===== src/rtl/intf_stream_pkg.sv =====
// Shared types and defaults for the intf valid/ready stream producer.
// The optional INTF_STREAM_TX_PARITY_EN macro enables the parity bit on the stream.
package intf_stream_pkg;

    typedef enum logic [0:0] {
        IDLE   = 1'b0,
        LOADED = 1'b1
    } tx_state_e;

    localparam int SEQ_W_DEFAULT = 4;

    localparam string MODPORT_TX = "tx";
    localparam string MODPORT_RX = "rx";

endpackage


===== src/rtl/intf.sv =====
// Parameterized valid/ready stream carrying a word, sequence number and parity bit.
// Producers connect through the tx modport, consumers through rx.
interface intf #(
    parameter int WIDTH = 8,
    parameter int SEQ_W = intf_stream_pkg::SEQ_W_DEFAULT
);
    logic [WIDTH-1:0] val;
    logic             vld;
    logic [SEQ_W-1:0] seq;
    logic             par;
    logic             rdy;

    modport tx (output val, output vld, output seq, output par, input rdy);
    modport rx (input val, input vld, input seq, input par, output rdy);
endinterface


===== src/rtl/intf_stream_fifo.sv =====
// Circular-buffer FIFO with wrap-bit pointers; head is readable combinationally
// so the output stage can load it on the same edge it pops.
module intf_stream_fifo #(
    parameter int WIDTH = 8,
    parameter int DEPTH = 4
) (
    input  logic                       clk,
    input  logic                       rst_n,
    input  logic                       flush,
    input  logic                       push,
    input  logic [WIDTH-1:0]           push_data,
    input  logic                       pop,
    output logic [WIDTH-1:0]           head,
    output logic                       empty,
    output logic                       full,
    output logic [$clog2(DEPTH+1)-1:0] level
);
    localparam int PTR_W = $clog2(DEPTH);
    localparam int LVL_W = $clog2(DEPTH+1);

    logic [WIDTH-1:0] mem [DEPTH];
    logic [PTR_W:0]   wr_ptr_reg;
    logic [PTR_W:0]   rd_ptr_reg;
    logic [PTR_W:0]   diff;

    always_ff @(posedge clk) begin
        if (push && !flush) begin
            mem[wr_ptr_reg[PTR_W-1:0]] <= push_data;
        end
    end

    always_ff @(posedge clk or negedge rst_n) begin
        if (!rst_n) begin
            wr_ptr_reg <= '0;
            rd_ptr_reg <= '0;
        end else if (flush) begin
            wr_ptr_reg <= '0;
            rd_ptr_reg <= '0;
        end else begin
            if (push) begin
                wr_ptr_reg <= wr_ptr_reg + 1'b1;
            end
            if (pop) begin
                rd_ptr_reg <= rd_ptr_reg + 1'b1;
            end
        end
    end

    // Same index with differing wrap bits means the writer has lapped the reader.
    assign empty = (wr_ptr_reg == rd_ptr_reg);
    assign full  = (wr_ptr_reg[PTR_W] != rd_ptr_reg[PTR_W]) &&
                   (wr_ptr_reg[PTR_W-1:0] == rd_ptr_reg[PTR_W-1:0]);
    assign diff  = wr_ptr_reg - rd_ptr_reg;
    assign level = LVL_W'(diff);
    assign head  = mem[rd_ptr_reg[PTR_W-1:0]];

endmodule


===== src/rtl/intf_stream_tx.sv =====
// Stream producer: push port -> FIFO -> registered output stage on an intf.tx modport.
// Define INTF_STREAM_TX_PARITY_EN to generate the even-parity bit on par.
module intf_stream_tx
    import intf_stream_pkg::*;
#(
    parameter int WIDTH = 8,
    parameter int DEPTH = 4,
    parameter int SEQ_W = SEQ_W_DEFAULT
) (
    input  logic                       clk,
    input  logic                       rst_n,
    input  logic                       in_valid,
    output logic                       in_ready,
    input  logic [WIDTH-1:0]           in_data,
    input  logic                       flush,
    output logic [$clog2(DEPTH+1)-1:0] level,
    output logic [15:0]                sent_cnt,
    intf.tx                            tx_intf
);
    tx_state_e        state_reg;
    logic [WIDTH-1:0] val_reg;
    logic [SEQ_W-1:0] seq_reg;
    logic [15:0]      sent_reg;

    logic             fifo_empty;
    logic             fifo_full;
    logic [WIDTH-1:0] fifo_head;
    logic             xfer;
    logic             push_acc;
    logic             load_head;
    logic             bypass;
    logic             fifo_push;
    logic             load_en;
    logic [WIDTH-1:0] load_val;

    assign xfer      = (state_reg == LOADED) && tx_intf.rdy;
    assign in_ready  = !flush && !fifo_full;
    assign push_acc  = in_valid && in_ready;
    assign load_head = !flush && !fifo_empty && ((state_reg == IDLE) || xfer);
    // Only an idle stage with nothing queued may take the pushed word directly.
    assign bypass    = !flush && (state_reg == IDLE) && fifo_empty && push_acc;
    assign fifo_push = push_acc && !bypass;
    assign load_en   = load_head || bypass;
    assign load_val  = load_head ? fifo_head : in_data;

    intf_stream_fifo #(
        .WIDTH(WIDTH),
        .DEPTH(DEPTH)
    ) u_fifo (
        .clk      (clk),
        .rst_n    (rst_n),
        .flush    (flush),
        .push     (fifo_push),
        .push_data(in_data),
        .pop      (load_head),
        .head     (fifo_head),
        .empty    (fifo_empty),
        .full     (fifo_full),
        .level    (level)
    );

    always_ff @(posedge clk or negedge rst_n) begin
        if (!rst_n) begin
            state_reg <= IDLE;
            val_reg   <= '0;
            seq_reg   <= '0;
            sent_reg  <= '0;
        end else begin
            // A transfer completing on a flush edge still happened on the wire.
            if (xfer) begin
                seq_reg <= seq_reg + 1'b1;
                if (sent_reg != 16'hFFFF) begin
                    sent_reg <= sent_reg + 16'd1;
                end
            end
            if (flush) begin
                state_reg <= IDLE;
            end else if (load_en) begin
                state_reg <= LOADED;
                val_reg   <= load_val;
            end else if (xfer) begin
                state_reg <= IDLE;
            end
        end
    end

`ifdef INTF_STREAM_TX_PARITY_EN
    logic par_reg;

    always_ff @(posedge clk or negedge rst_n) begin
        if (!rst_n) begin
            par_reg <= 1'b0;
        end else if (load_en) begin
            par_reg <= ^load_val;
        end
    end

    assign tx_intf.par = par_reg;
`else
    assign tx_intf.par = 1'b0;
`endif

    assign tx_intf.val = val_reg;
    assign tx_intf.vld = (state_reg == LOADED);
    assign tx_intf.seq = seq_reg;
    assign sent_cnt    = sent_reg;

endmodule


===== src/flat_wrapper.sv =====
// flat-port wrapper written by rule: the top's interface ports become plain ports
module intf_stream_tx_flat import intf_stream_pkg::*;
#(
    parameter int WIDTH = 8,
    parameter int DEPTH = 4,
    parameter int SEQ_W = SEQ_W_DEFAULT
)
  (clk, rst_n, in_valid, in_ready, in_data, flush, level, sent_cnt, tx_intf_val, tx_intf_vld, tx_intf_seq, tx_intf_par, tx_intf_rdy);
  intf #(.WIDTH(WIDTH), .SEQ_W(SEQ_W)) tx_intf_i ();
  input  logic clk;
  input  logic rst_n;
  input  logic in_valid;
  output logic in_ready;
  input  logic [WIDTH-1:0] in_data;
  input  logic flush;
  output logic [$clog2(DEPTH+1)-1:0] level;
  output logic [15:0] sent_cnt;
  output wire logic [$bits(tx_intf_i.val)-1:0] tx_intf_val;
  output wire logic [$bits(tx_intf_i.vld)-1:0] tx_intf_vld;
  output wire logic [$bits(tx_intf_i.seq)-1:0] tx_intf_seq;
  output wire logic [$bits(tx_intf_i.par)-1:0] tx_intf_par;
  input wire logic [$bits(tx_intf_i.rdy)-1:0] tx_intf_rdy;
  assign tx_intf_val = tx_intf_i.val;
  assign tx_intf_vld = tx_intf_i.vld;
  assign tx_intf_seq = tx_intf_i.seq;
  assign tx_intf_par = tx_intf_i.par;
  assign tx_intf_i.rdy = tx_intf_rdy;
  intf_stream_tx #(.WIDTH(WIDTH), .DEPTH(DEPTH), .SEQ_W(SEQ_W)) u_core (.clk(clk), .rst_n(rst_n), .in_valid(in_valid), .in_ready(in_ready), .in_data(in_data), .flush(flush), .level(level), .sent_cnt(sent_cnt), .tx_intf(tx_intf_i));
endmodule

===== config.mk =====
export PLATFORM = sky130hd
export DESIGN_NAME = intf_stream_tx_flat
export DESIGN_NICKNAME = d
export VERILOG_FILES = /design/src/rtl/intf_stream_pkg.sv /design/src/rtl/intf.sv /design/src/rtl/intf_stream_fifo.sv /design/src/rtl/intf_stream_tx.sv /design/src/flat_wrapper.sv
export SDC_FILE = /design/constraint.sdc
export NUM_CORES = 1
export LEC_CHECK = 0
export ABC_AREA = 1
export ABC_CLOCK_PERIOD_IN_PS = 2700
export BUFFER_PORTS_ARGS = -buffer_cell sky130_fd_sc_hd__buf_2
export CORE_UTILIZATION = 55
export CTS_BUF_LIST = sky130_fd_sc_hd__clkbuf_16
export CTS_CLUSTER_SIZE = 20
export DETAILED_ROUTE_END_ITERATION = 12
export PLACE_DENSITY = 0.77
export SLEW_MARGIN = 20
export SYNTH_ARGS = -nofsm -noshare
export SYNTH_HDL_FRONTEND = slang
export SYNTH_SLANG_ARGS = --single-unit

===== constraint.sdc =====
create_clock -name clk -period 2.7 [get_ports clk]
set_input_delay 0.27 -clock clk [delete_from_list [all_inputs] [get_ports clk]]
set_output_delay 0.27 -clock clk [all_outputs]
set_load 0.005 [all_outputs]

==> results by group, run 1 <==
Run status
  – Result of the run: finished clean

Synthesis
  – Yosys top cell by area: edfxtp_1
  – Synth warn: 0
  – Cell with the most instances after synthesis: nand2_1
  – Synth Area in Compound Gates: 6.25%
  – Yosys top cell area share: 27.9%
  – Largest family of logic cells by synthesized area: simple AND/OR/NAND/NOR gates
  – Asr flop ratio synth: 52.2%
  – Synth cell types: 33
  – Synth Cell Area: 3440 um2
  – Mapped Nets: 404
  – Number of flops mapped to enable cells by yosys: 32
  – Sequential fraction of the synthesis area: 53.3%
  – Multiplexer area fraction after synthesis: 0%
  – Post-synthesis xor/xnor area fraction: 4.07%
  – Mean Syn Cell Area: 9.04 um2
  – Synth Area in Adders: 3.85%
  – Top post-synthesis cells by area: edfxtp_1, dfrtp_1, nand2_1
  – Cell count after synthesis: 381
  – Ys flop type: dfrtp_1
  – Yosys reg bits: 67
  – Top cells by count, synth: nand2_1, dfrtp_1, inv_1
  – Post-Synth Simple-Gate Area: 25.6%

CTS
  – Root Buffer: clkbuf_16
  – Setup Fix Bufs, Post-CTS: 0
  – CTS buffer count: 9
  – Max Root-Sink Buffers: 2
  – Clock insertion delay at the later pin of the skew report: 0.33 ns
  – CTS Sinks: 67
  – H-tree levels: 3
  – CTS tree: built
  – Post-CTS Hold Fix Bufs: 0
  – Clock Pin Slew Worst Setup and Hold Paths: 0.06 ns
  – Post-CTS Resized: 0

Finish
  – Antenna Cells: 0
  – Layout Nets: 457
  – Layout cells sized above 1: 19.6%
  – Largest register FFs: 32
  – Layout overhead on the synthesized area: 16.8%

Global route
  – First-pass GRT wire length: 11.9 mm
  – Largest net degree at the start of global routing: 36
  – Vias in the first global route: 2,421
  – Initial antenna violation count: 0
  – All-layer global routing usage: 25.4%
  – Global route total overflow: 0

Timing
  – Unrepaired setup endpoints after global routing: false
  – Slew HR: 47.4%
  – Clk_skew: 0.00708 ns
  – Setup TNS Final: 0 ns
  – Final hold violation count: 0
  – Final setup vio count: 0
  – Max frequency: 455 MHz
  – Slew Limit Fails: 0
  – Final worst setup slack: 0.501 ns
  – Ratio of final minimum period to clock period: 81.4%
  – Period minus WS final: 2.20 ns
  – Actual slew at the worst max-slew pin: 0.789 ns

Job
  – # Max-Cap Violations: 0

Drt
  – First-pass iteration count of the detailed router: 5
  – Vias per inst: 5.10
  – # DRC: 0
  – Iteration-0 DRC count of the detailed router: 258
  – DRT Wirelength: 7.49 mm
  – Detailed-route via count: 2,619
  – Routed wire per std cell: 14.6 um
  – Antenna-violating nets left: 0

Die
  – Die ar.: 6580 um2
  – Core Rows: 28
  – Core area: 5990 um2
  – Die Wd: 81.1 um
  – I/O pin count: 47
  – Die Span Y: 81.1 um
  – Initial core utilization: 57.5%

Place
  – Gp weighted congestion: 0.829
  – Pre-CTS setup slack: 0.502 ns
  – Port-buffer cells: 45
  – HPWL Detailed: 5.26 mm

Setup path
  – Startpoint types: flop
  – WP data arrival: 2.16 ns
  – Crit path kind: reg -> reg
  – Worst Path Required: 2.66 ns
  – Reg2reg start: u_core.u_fifo.wr_ptr_reg[0]$_DFFE_PN0P_
  – Crit path max fanout: 8
  – Critical path startpoint: u_core.u_fifo.wr_ptr_reg[0]$_DFFE_PN0P_
  – Critical Path End Type: flop

Power and ir drop
  – Pwr Density: 1040 nW/um2
  – Pleak: 1.95 nW
  – VDD IR max: 0.649 mV

Worst hold path
  – Worst Hold Class: in -> async
-- stage by stage --
step	hold WS [ns]	cell area, um2	power (mW)	utilization (%)	cells
after floorplan	-0.0256	3440	2.60	-	381
after global placement	0.397	3730	3.02	62.3	498
final	0.0214	4020	4.18	67.1	514
after global routing	0.0925	4020	4.47	67.1	514
after CTS	0.0535	4020	4.21	67.1	514
after detailed placement	0.399	3730	3.06	62.3	498
-- cells by family (layout without fill, tap and decap cells) --
| logic type | count (synthesis) | after routing |
|---|---|---|
| buffers and inverters | 51 | 109 |
| DFF | 67 | 67 |
| xor gates and xnor gates | 16 | 16 |
| AOI/OAI and AO/OA | 27 | 27 |
| adders and majority gates | 10 | 10 |
| and+or+nand+nor | 209 | 209 |
| other | 1 | 1 |
-- routing by layer --
metal  up-vias  routed length [um]  track usage, %
li1       1322                   -               -
met1      1203                3380            33.1
met2        80                3590            40.4
met3        14                 331            4.72
met4         0                 187            13.0
met5         -                   0               0
-- worst max-delay path, stage by stage (launching register included) --
cell and delay (ns):
dfrtp_1 0.41, inv_1 0.11, ha_1 0.32, nand2_1 0.06, inv_1 0.11, a21oi_2 0.22, nand3_1 0.11, nor2_1 0.49
-- power by group --
group          internal (mW)  leakage (nW)  switching, mW
combinational          0.602          1.08          0.963
sequential              1.30         0.735          0.189
clock                  0.702         0.141          0.432
total                   2.60          1.95           1.58
-- layout by cell type (no fill, tap or decap), types with 4 or more instances in the layout --
master,n
nor2_1,22
o211ai_1,17
buf_4,7
buf_2,45
nand2_2,6
inv_1,37
xor2_1,7
edfxtp_1,32
xnor2_1,9
ha_1,9
dfrtp_1,35
inv_2,4
nand2_1,150
nand3_1,23
clkbuf_16,9
-- path summary, 6_finish.rpt --
check,cells past startpoint,endpoint,slack (ns)
setup / recovery,7,u_core.u_fifo.mem[2][4]$_DFFE_PP_,0.50
hold / removal,1,u_core.tx_intf.val[4]$_DFFE_PN0P_,0.02
setup reg to reg,7,u_core.u_fifo.mem[2][4]$_DFFE_PP_,0.50
hold reg to reg,1,u_core.tx_intf.seq[3]$_DFFE_PN0P_,0.46
max in group asynchronous,1,u_core.tx_intf.val[2]$_DFFE_PN0P_,2.17
min in group clk,1,u_core.u_fifo.mem[1][1]$_DFFE_PP_,0.20
-- final cells by class --
cell class / count / area, um2
clock inverters: 7 / 61.3
repair buffers: 52 / 278
clock buffers: 9 / 225
fillers: 481 / 1970
well taps: 75 / 93.8
inverters: 41 / 154
flip-flops and latches: 67 / 1840
multi-input cells: 263 / 1370
(Power assumes the default switching activity.)
==> inputs of run 2 (changes only) <==
Settings changed: ABC_CLOCK_PERIOD_IN_PS 2700 to 2200.
Clock period 2.7 ns to 2.2 ns, I/O delays scaled along.
==> run 2 against run 1 <==
  * Worst hold slack improved by 0.12 ns
  * Combinational power increased by 26%
  * Fmax increased by 6.2%
  * Clock-buffer cell count unchanged
  * Design area increased by 1.3%
  * Clock power increased by 32%
  * Largest cell class unchanged
==> results by group, run 2 (synthesized netlist as in run 1, its figures left out) <==
Die
  – Die ar.: 6580 um2
  – I/O pin count: 47
  – Core area: 5990 um2
  – Die Span Y: 81.1 um
  – Die Wd: 81.1 um
  – Core Rows: 28
  – Initial core utilization: 57.5%

Global route
  – First-pass GRT wire length: 11.8 mm
  – Largest net degree at the start of global routing: 36
  – All-layer global routing usage: 25.0%
  – Initial antenna violation count: 0
  – Vias in the first global route: 2,522
  – Global route total overflow: 0

Finish
  – Fillers: 451
  – Largest register FFs: 32
  – Layout Nets: 455
  – Layout overhead on the synthesized area: 18.3%
  – Commonest non-fill, non-tap cell in the layout: nand2_1
  – Commonest cells after routing, fill and taps aside: nand2_1, buf_2, inv_1, dfrtp_1, edfxtp_1
  – Antenna Cells: 0
  – Layout cells sized above 1: 20.1%

Place
  – Port-buffer cells: 45
  – Gp weighted congestion: 0.844
  – HPWL Detailed: 5.31 mm

Power and ir drop
  – VDD IR max: 0.717 mV
  – Pwr Density: 1300 nW/um2
  – Power Total: 5.29 mW
  – Pleak: 1.95 nW

Timing
  – Final setup vio count: 0
  – Period minus WS final: 2.07 ns
  – Unrepaired setup endpoints after global routing: false
  – Actual slew at the worst max-slew pin: 0.770 ns
  – Setup TNS Final: 0 ns
  – Slew Limit Fails: 0
  – Final hold violation count: 0
  – Ratio of final minimum period to clock period: 94.1%
  – Max frequency: 483 MHz
  – Slew HR: 48.7%
  – Clk_skew: 0.00464 ns

Drt
  – M1 WL: 3.01 mm
  – Antenna-violating nets left: 0
  – Met3 routed WL: 454 um
  – Vias per inst: 5.28
  – Routed met2 length: 3.81 mm
  – DRT Wirelength: 7.49 mm
  – First-pass iteration count of the detailed router: 4
  – Routed wire per std cell: 14.6 um
  – # DRC: 0
  – Detailed-route via count: 2,704
  – Top layer in use: met4
  – Iteration-0 DRC count of the detailed router: 165

Setup path
  – Crit path max fanout: 8
  – Reg-to-reg slack, setup: 0.13 ns
  – Worst path cell trace: inv_1 > ha_1 > nand2_1 > inv_1 > a21oi_2 > nand3_4 > nor2_4
  – Slowest CP cell: dfrtp_1
  – Worst r2r path cells: 7
  – Worst Path Required: 2.21 ns
  – Reg2reg start: u_core.u_fifo.wr_ptr_reg[0]$_DFFE_PN0P_
  – CP most frequent cell: inv_1
  – Startpoint types: flop
  – Crit path kind: reg -> reg
  – WP data arrival: 2.08 ns
  – Slowest Stage Delay on Critical Path: 0.41 ns
  – Critical Path End Type: flop
  – Worst R2R End: u_core.u_fifo.mem[0][2]$_DFFE_PP_

CTS
  – Post-CTS Resized: 0
  – Root Buffer: clkbuf_16
  – H-tree levels: 3
  – CTS buffer count: 9
  – Clock Pin Slew Worst Setup and Hold Paths: 0.06 ns
  – Max Root-Sink Buffers: 2
  – CTS tree: built
  – CTS Sinks: 67
  – Clock insertion delay at the later pin of the skew report: 0.33 ns

Run status
  – Result of the run: finished clean

Worst hold path
  – WHS Path Cells: 1
  – Worst Hold Class: in -> reg
  – Hold Crit Start: in_data[0]
  – Hold endpoint: u_core.u_fifo.mem[2][0]$_DFFE_PP_

Job
  – # Max-Cap Violations: 0
-- run 2: how the worst max path moves through the flow --
stage	startpoint	to	slack, ns	cells past startpoint
3_3_place_gp	u_core.u_fifo.wr_ptr_reg[0]$_DFFE_PN0P_	u_core.u_fifo.mem[0][6]$_DFFE_PP_	0.22	7
3_5_place_dp	u_core.u_fifo.wr_ptr_reg[0]$_DFFE_PN0P_	u_core.u_fifo.mem[0][6]$_DFFE_PP_	0.15	7
2_1_floorplan	u_core.u_fifo.rd_ptr_reg[1]$_DFFE_PN0P_	u_core.u_fifo.mem[0][0]$_DFFE_PP_	0.001	8
6_report	u_core.u_fifo.wr_ptr_reg[0]$_DFFE_PN0P_	u_core.u_fifo.mem[0][2]$_DFFE_PP_	0.13	7
4_1_cts	u_core.u_fifo.wr_ptr_reg[0]$_DFFE_PN0P_	u_core.u_fifo.mem[0][2]$_DFFE_PP_	0.12	7
5_1_grt	u_core.u_fifo.wr_ptr_reg[0]$_DFFE_PN0P_	u_core.u_fifo.mem[0][2]$_DFFE_PP_	0.02	7
-- run 2: routing by layer --
layer  GRT usage (%)  up-vias
li1                -     1321
met1            28.3     1269
met2            44.2       98
met3            4.61       16
met4            13.8        0
met5               0        -
-- run 2: worst max-delay path: cells and delay by family, from the launching register on --
family                     cells  cell delay [ns]
and+or+nand+nor                3             0.53
DFF                            1             0.41
buffers and inverters          2             0.23
AOI/OAI and AO/OA              1             0.26
adders and majority gates      1             0.32
-- run 2: per-stage QoR --
stage | hold slack (ns) | std cells | worst slack, ns | cell area [um2] | utilization, %
3_3_place_gp | 0.347 | 495 | 0.219 | 3750 | 62.7
4_1_cts | 0.139 | 512 | 0.117 | 4070 | 68.0
3_5_place_dp | 0.343 | 495 | 0.149 | 3750 | 62.7
5_1_grt | 0.153 | 512 | 0.0240 | 4070 | 68.0
6_report | 0.140 | 512 | 0.129 | 4070 | 68.0
2_1_floorplan | -0.0756 | 381 | 0.00140 | 3490 | -
-- run 2: what timing repair did --
item,4_1_cts,5_1_grt
hold endpoints to repair,6,0
hold buffers,1,0
setup buffers,0,0
endpoints found under the setup margin,0,0
-- run 2: power by group --
group	switching [mW]	total (mW)	internal (mW)
sequential	0.230	1.82	1.59
clock	0.514	1.49	0.977
combinational	1.23	1.98	0.750
-- run 2: final cells by class --
cell class | instances | area [um2] | area share [%]
clock buffers | 9 | 225 | 5.53
clock inverters | 7 | 83.8 | 2.06
multi-input cells | 263 | 1420 | 34.7
inverters | 41 | 154 | 3.78
well taps | 75 | 93.8 | 2.30
flip-flops and latches | 67 | 1840 | 45.1
repair buffers | 50 | 265 | 6.51
==> inputs of run 3 (changes only) <==
Settings changed: ABC_AREA 1 to not set, PLACE_DENSITY 0.77 to 0.78, SKIP_CTS_REPAIR_TIMING set to 1.
==> run 3 against run 2 <==
  * The run now ends with hold timing left
  * Global-route usage decreased by 3.1 points
  * Register-to-register slack about the same
  * Design area decreased by 12%
  * Sequential share of layout area increased by 6.4 points
  * Critical path depth decreased by 2
  * Synthesized area decreased by 13%
  * Total power decreased by 19%
  * Flip-flop and latch count unchanged
  * Clock power decreased by 19%
  * Critical endpoint is now u_core.u_fifo.mem[2][6]$_DFFE_PP_
  * Highest routed layer unchanged
  * Synthesized cell count decreased by 42%
  * Worst hold slack got worse by 0.16 ns
  * Final cell count decreased by 32%
==> results by group, run 3 <==
Power and ir drop
  – Clock share of power: 28.2%
  – Logic pwr share: 30.7%
  – Sw Share: 31.8%
  – Internal cell power: 2.92 mW
  – Pwr Density: 1200 nW/um2
  – Reg power frac: 41.1%
  – Net switching power: 1.36 mW
  – Pleak: 1.57 nW
  – VDD IR max: 0.857 mV

Setup path
  – Worst r2r path cells: 5
  – Worst setup endpoint: u_core.u_fifo.mem[2][6]$_DFFE_PP_
  – Critical Path End Type: flop
  – Reg-to-reg slack, setup: 0.14 ns
  – Crit path kind: reg -> reg
  – Crit path max fanout: 8
  – Worst Path Required: 2.17 ns
  – Worst R2R End: u_core.u_fifo.mem[2][6]$_DFFE_PP_
  – Startpoint types: flop
  – WP data arrival: 2.04 ns
  – Critical path startpoint: u_core.u_fifo.wr_ptr_reg[0]$_DFFE_PN0P_
  – Reg2reg start: u_core.u_fifo.wr_ptr_reg[0]$_DFFE_PN0P_

Die
  – Core Rows: 26
  – Core area: 5170 um2
  – I/O pin count: 47
  – Initial core utilization: 58.2%
  – Die ar.: 5770 um2
  – Die Span Y: 76.0 um
  – Die Wd: 76.0 um

Finish
  – Post-Layout Inst Area: 3570 um2
  – Commonest cells after routing, fill and taps aside: buf_2, dfrtp_1, edfxtp_1, nor2_1, xor2_1
  – Layout cells sized above 1: 27.7%
  – Fillers: 371
  – Layout overhead on the synthesized area: 18.6%
  – Commonest non-fill, non-tap cell in the layout: buf_2
  – Layout Nets: 297
  – Largest register FFs: 32
  – Antenna Cells: 0

Timing
  – Ratio of final minimum period to clock period: 93.8%
  – Clk_skew: 0.00532 ns
  – Unrepaired setup endpoints after global routing: false
  – Setup TNS Final: 0 ns
  – Hold slack final: -0.0178 ns
  – Period minus WS final: 2.06 ns
  – Final hold violation count: 35
  – Final setup vio count: 0
  – Final worst setup slack: 0.136 ns
  – Actual slew at the worst max-slew pin: 0.784 ns
  – Slew HR: 47.8%
  – Max frequency: 484 MHz
  – Slew Limit Fails: 0

Place
  – Pre-CTS setup slack: 0.191 ns
  – DP Area: 3310 um2
  – Gp weighted congestion: 0.875
  – Port-buffer cells: 45
  – HPWL Detailed: 3.89 mm

Synthesis
  – Cell count after synthesis: 220
  – Synth cell types: 46
  – Mapped Nets: 243
  – Top cells by count, synth: dfrtp_1, edfxtp_1, nor2_1
  – Sequential fraction of the synthesis area: 61.1%
  – Number of flops mapped to enable cells by yosys: 32
  – Yosys top cell area share: 31.9%
  – Cell with the most instances after synthesis: dfrtp_1
  – Asr flop ratio synth: 52.2%
  – Mean Syn Cell Area: 13.7 um2
  – Ys flop type: dfrtp_1
  – Yosys top cell by area: edfxtp_1
  – Top post-synthesis cells by area: edfxtp_1, dfrtp_1, mux4_2
  – Yosys reg bits: 67
  – Synth warn: 0
  – Synth Cell Area: 3010 um2

Drt
  – Vias per inst: 5.74
  – Iteration-0 DRC count of the detailed router: 141
  – Detailed-route via count: 1,996
  – DRT Wirelength: 5.76 mm
  – First-pass iteration count of the detailed router: 4
  – Antenna-violating nets left: 0
  – # DRC: 0
  – Routed wire per std cell: 16.6 um

CTS
  – Root Buffer: clkbuf_16
  – Clock Pin Slew Worst Setup and Hold Paths: 0.05 ns
  – CTS buffer count: 9
  – CTS tree: built
  – Max Root-Sink Buffers: 2
  – CTS Sinks: 67
  – Clock insertion delay at the later pin of the skew report: 0.32 ns
  – H-tree levels: 3

Global route
  – Largest net degree at the start of global routing: 36
  – Initial antenna violation count: 0
  – Vias in the first global route: 1,962
  – All-layer global routing usage: 21.9%
  – First-pass GRT wire length: 9.47 mm
  – Global route total overflow: 0

Run status
  – Result of the run: finished with violations
  – Failing checks: hold timing

Worst hold path
  – Worst Hold Class: in -> async

Job
  – # Max-Cap Violations: 0
[run 3: cell count changes in the layout (fill, tap and decap cells not counted), sizes merged, moves of 8 or more]
cell    previous run  this run
mux4               0         8
nand2            156         7
inv               40        10
nand3             26         8
o211ai            17         2
[run 3: layout make-up]
class,count,area (um2),area share (%)
Sequential cell,67,1840,51.5
Multi-Input combinational cell,139,1110,31.0
Timing Repair Buffer,49,255,7.15
Clock buffer,9,225,6.31
Tap cell,70,87.6,2.45
Inverter,8,30.0,0.842
Clock inverter,6,26.3,0.736
[run 3: worst min-delay path by stage]
stage	startpoint	end	slack [ns]	cells after the start
CTS	rst_n	u_core.tx_intf.val[4]$_DFFE_PN0P_	0.009	1
floorplan	rst_n	u_core.sent_cnt[0]$_DFFE_PN0P_	-0.08	0
global placement	rst_n	u_core.sent_cnt[14]$_DFFE_PN0P_	0.35	1
global route	rst_n	u_core.sent_cnt[14]$_DFFE_PN0P_	0.05	1
finish	rst_n	u_core.u_fifo.rd_ptr_reg[2]$_DFFE_PN0P_	-0.02	1
detailed placement	rst_n	u_core.sent_cnt[14]$_DFFE_PN0P_	0.35	1
[run 3: through the flow]
stage	util (%)	total power, mW	hold slack, ns	instances
floorplan	-	2.61	-0.0756	220
global placement	64.0	3.01	0.353	332
detailed placement	64.0	3.06	0.348	332
CTS	68.8	4.29	0.00860	347
global route	69.0	4.54	0.0515	348
finish	69.0	4.28	-0.0178	348
[run 3: cells by family after synthesis]
family	count (synthesis)	share of synthesized area, %
AND/OR/NAND/NOR	73	13.4
flip-flops	67	61.1
XOR/XNOR	22	6.41
AO/OA/AOI/OAI	21	4.87
buffers and inverters	14	2.16
multiplexers	12	7.53
adder cells (fa/ha/maj)	10	4.41
other	1	0.125
[run 3: metal layers]
metal / part of all wire (%) / global-route usage, %
met5: 0 / 0
met4: 1.7 / 9.81
met3: 6.2 / 5.30
met2: 48 / 34.7
met1: 44 / 28.8
[run 3: worst max-delay path, stage by stage (launching register included)]
cell and delay, ns:
dfrtp_1 0.38, inv_1 0.11, ha_1 0.34, nand2_1 0.24
a21o_1 0.20, and3_1 0.45
[run 3: power groups by stage]
stage                     clock network, mW  logic (mW)  registers [mW]
after floorplan                           0       0.841            1.77
after global routing                   1.27        1.47            1.80
final                                  1.21        1.31            1.76
after global placement                    0        1.24            1.77
after detailed placement                  0        1.28            1.79
after CTS                              1.22        1.30            1.76
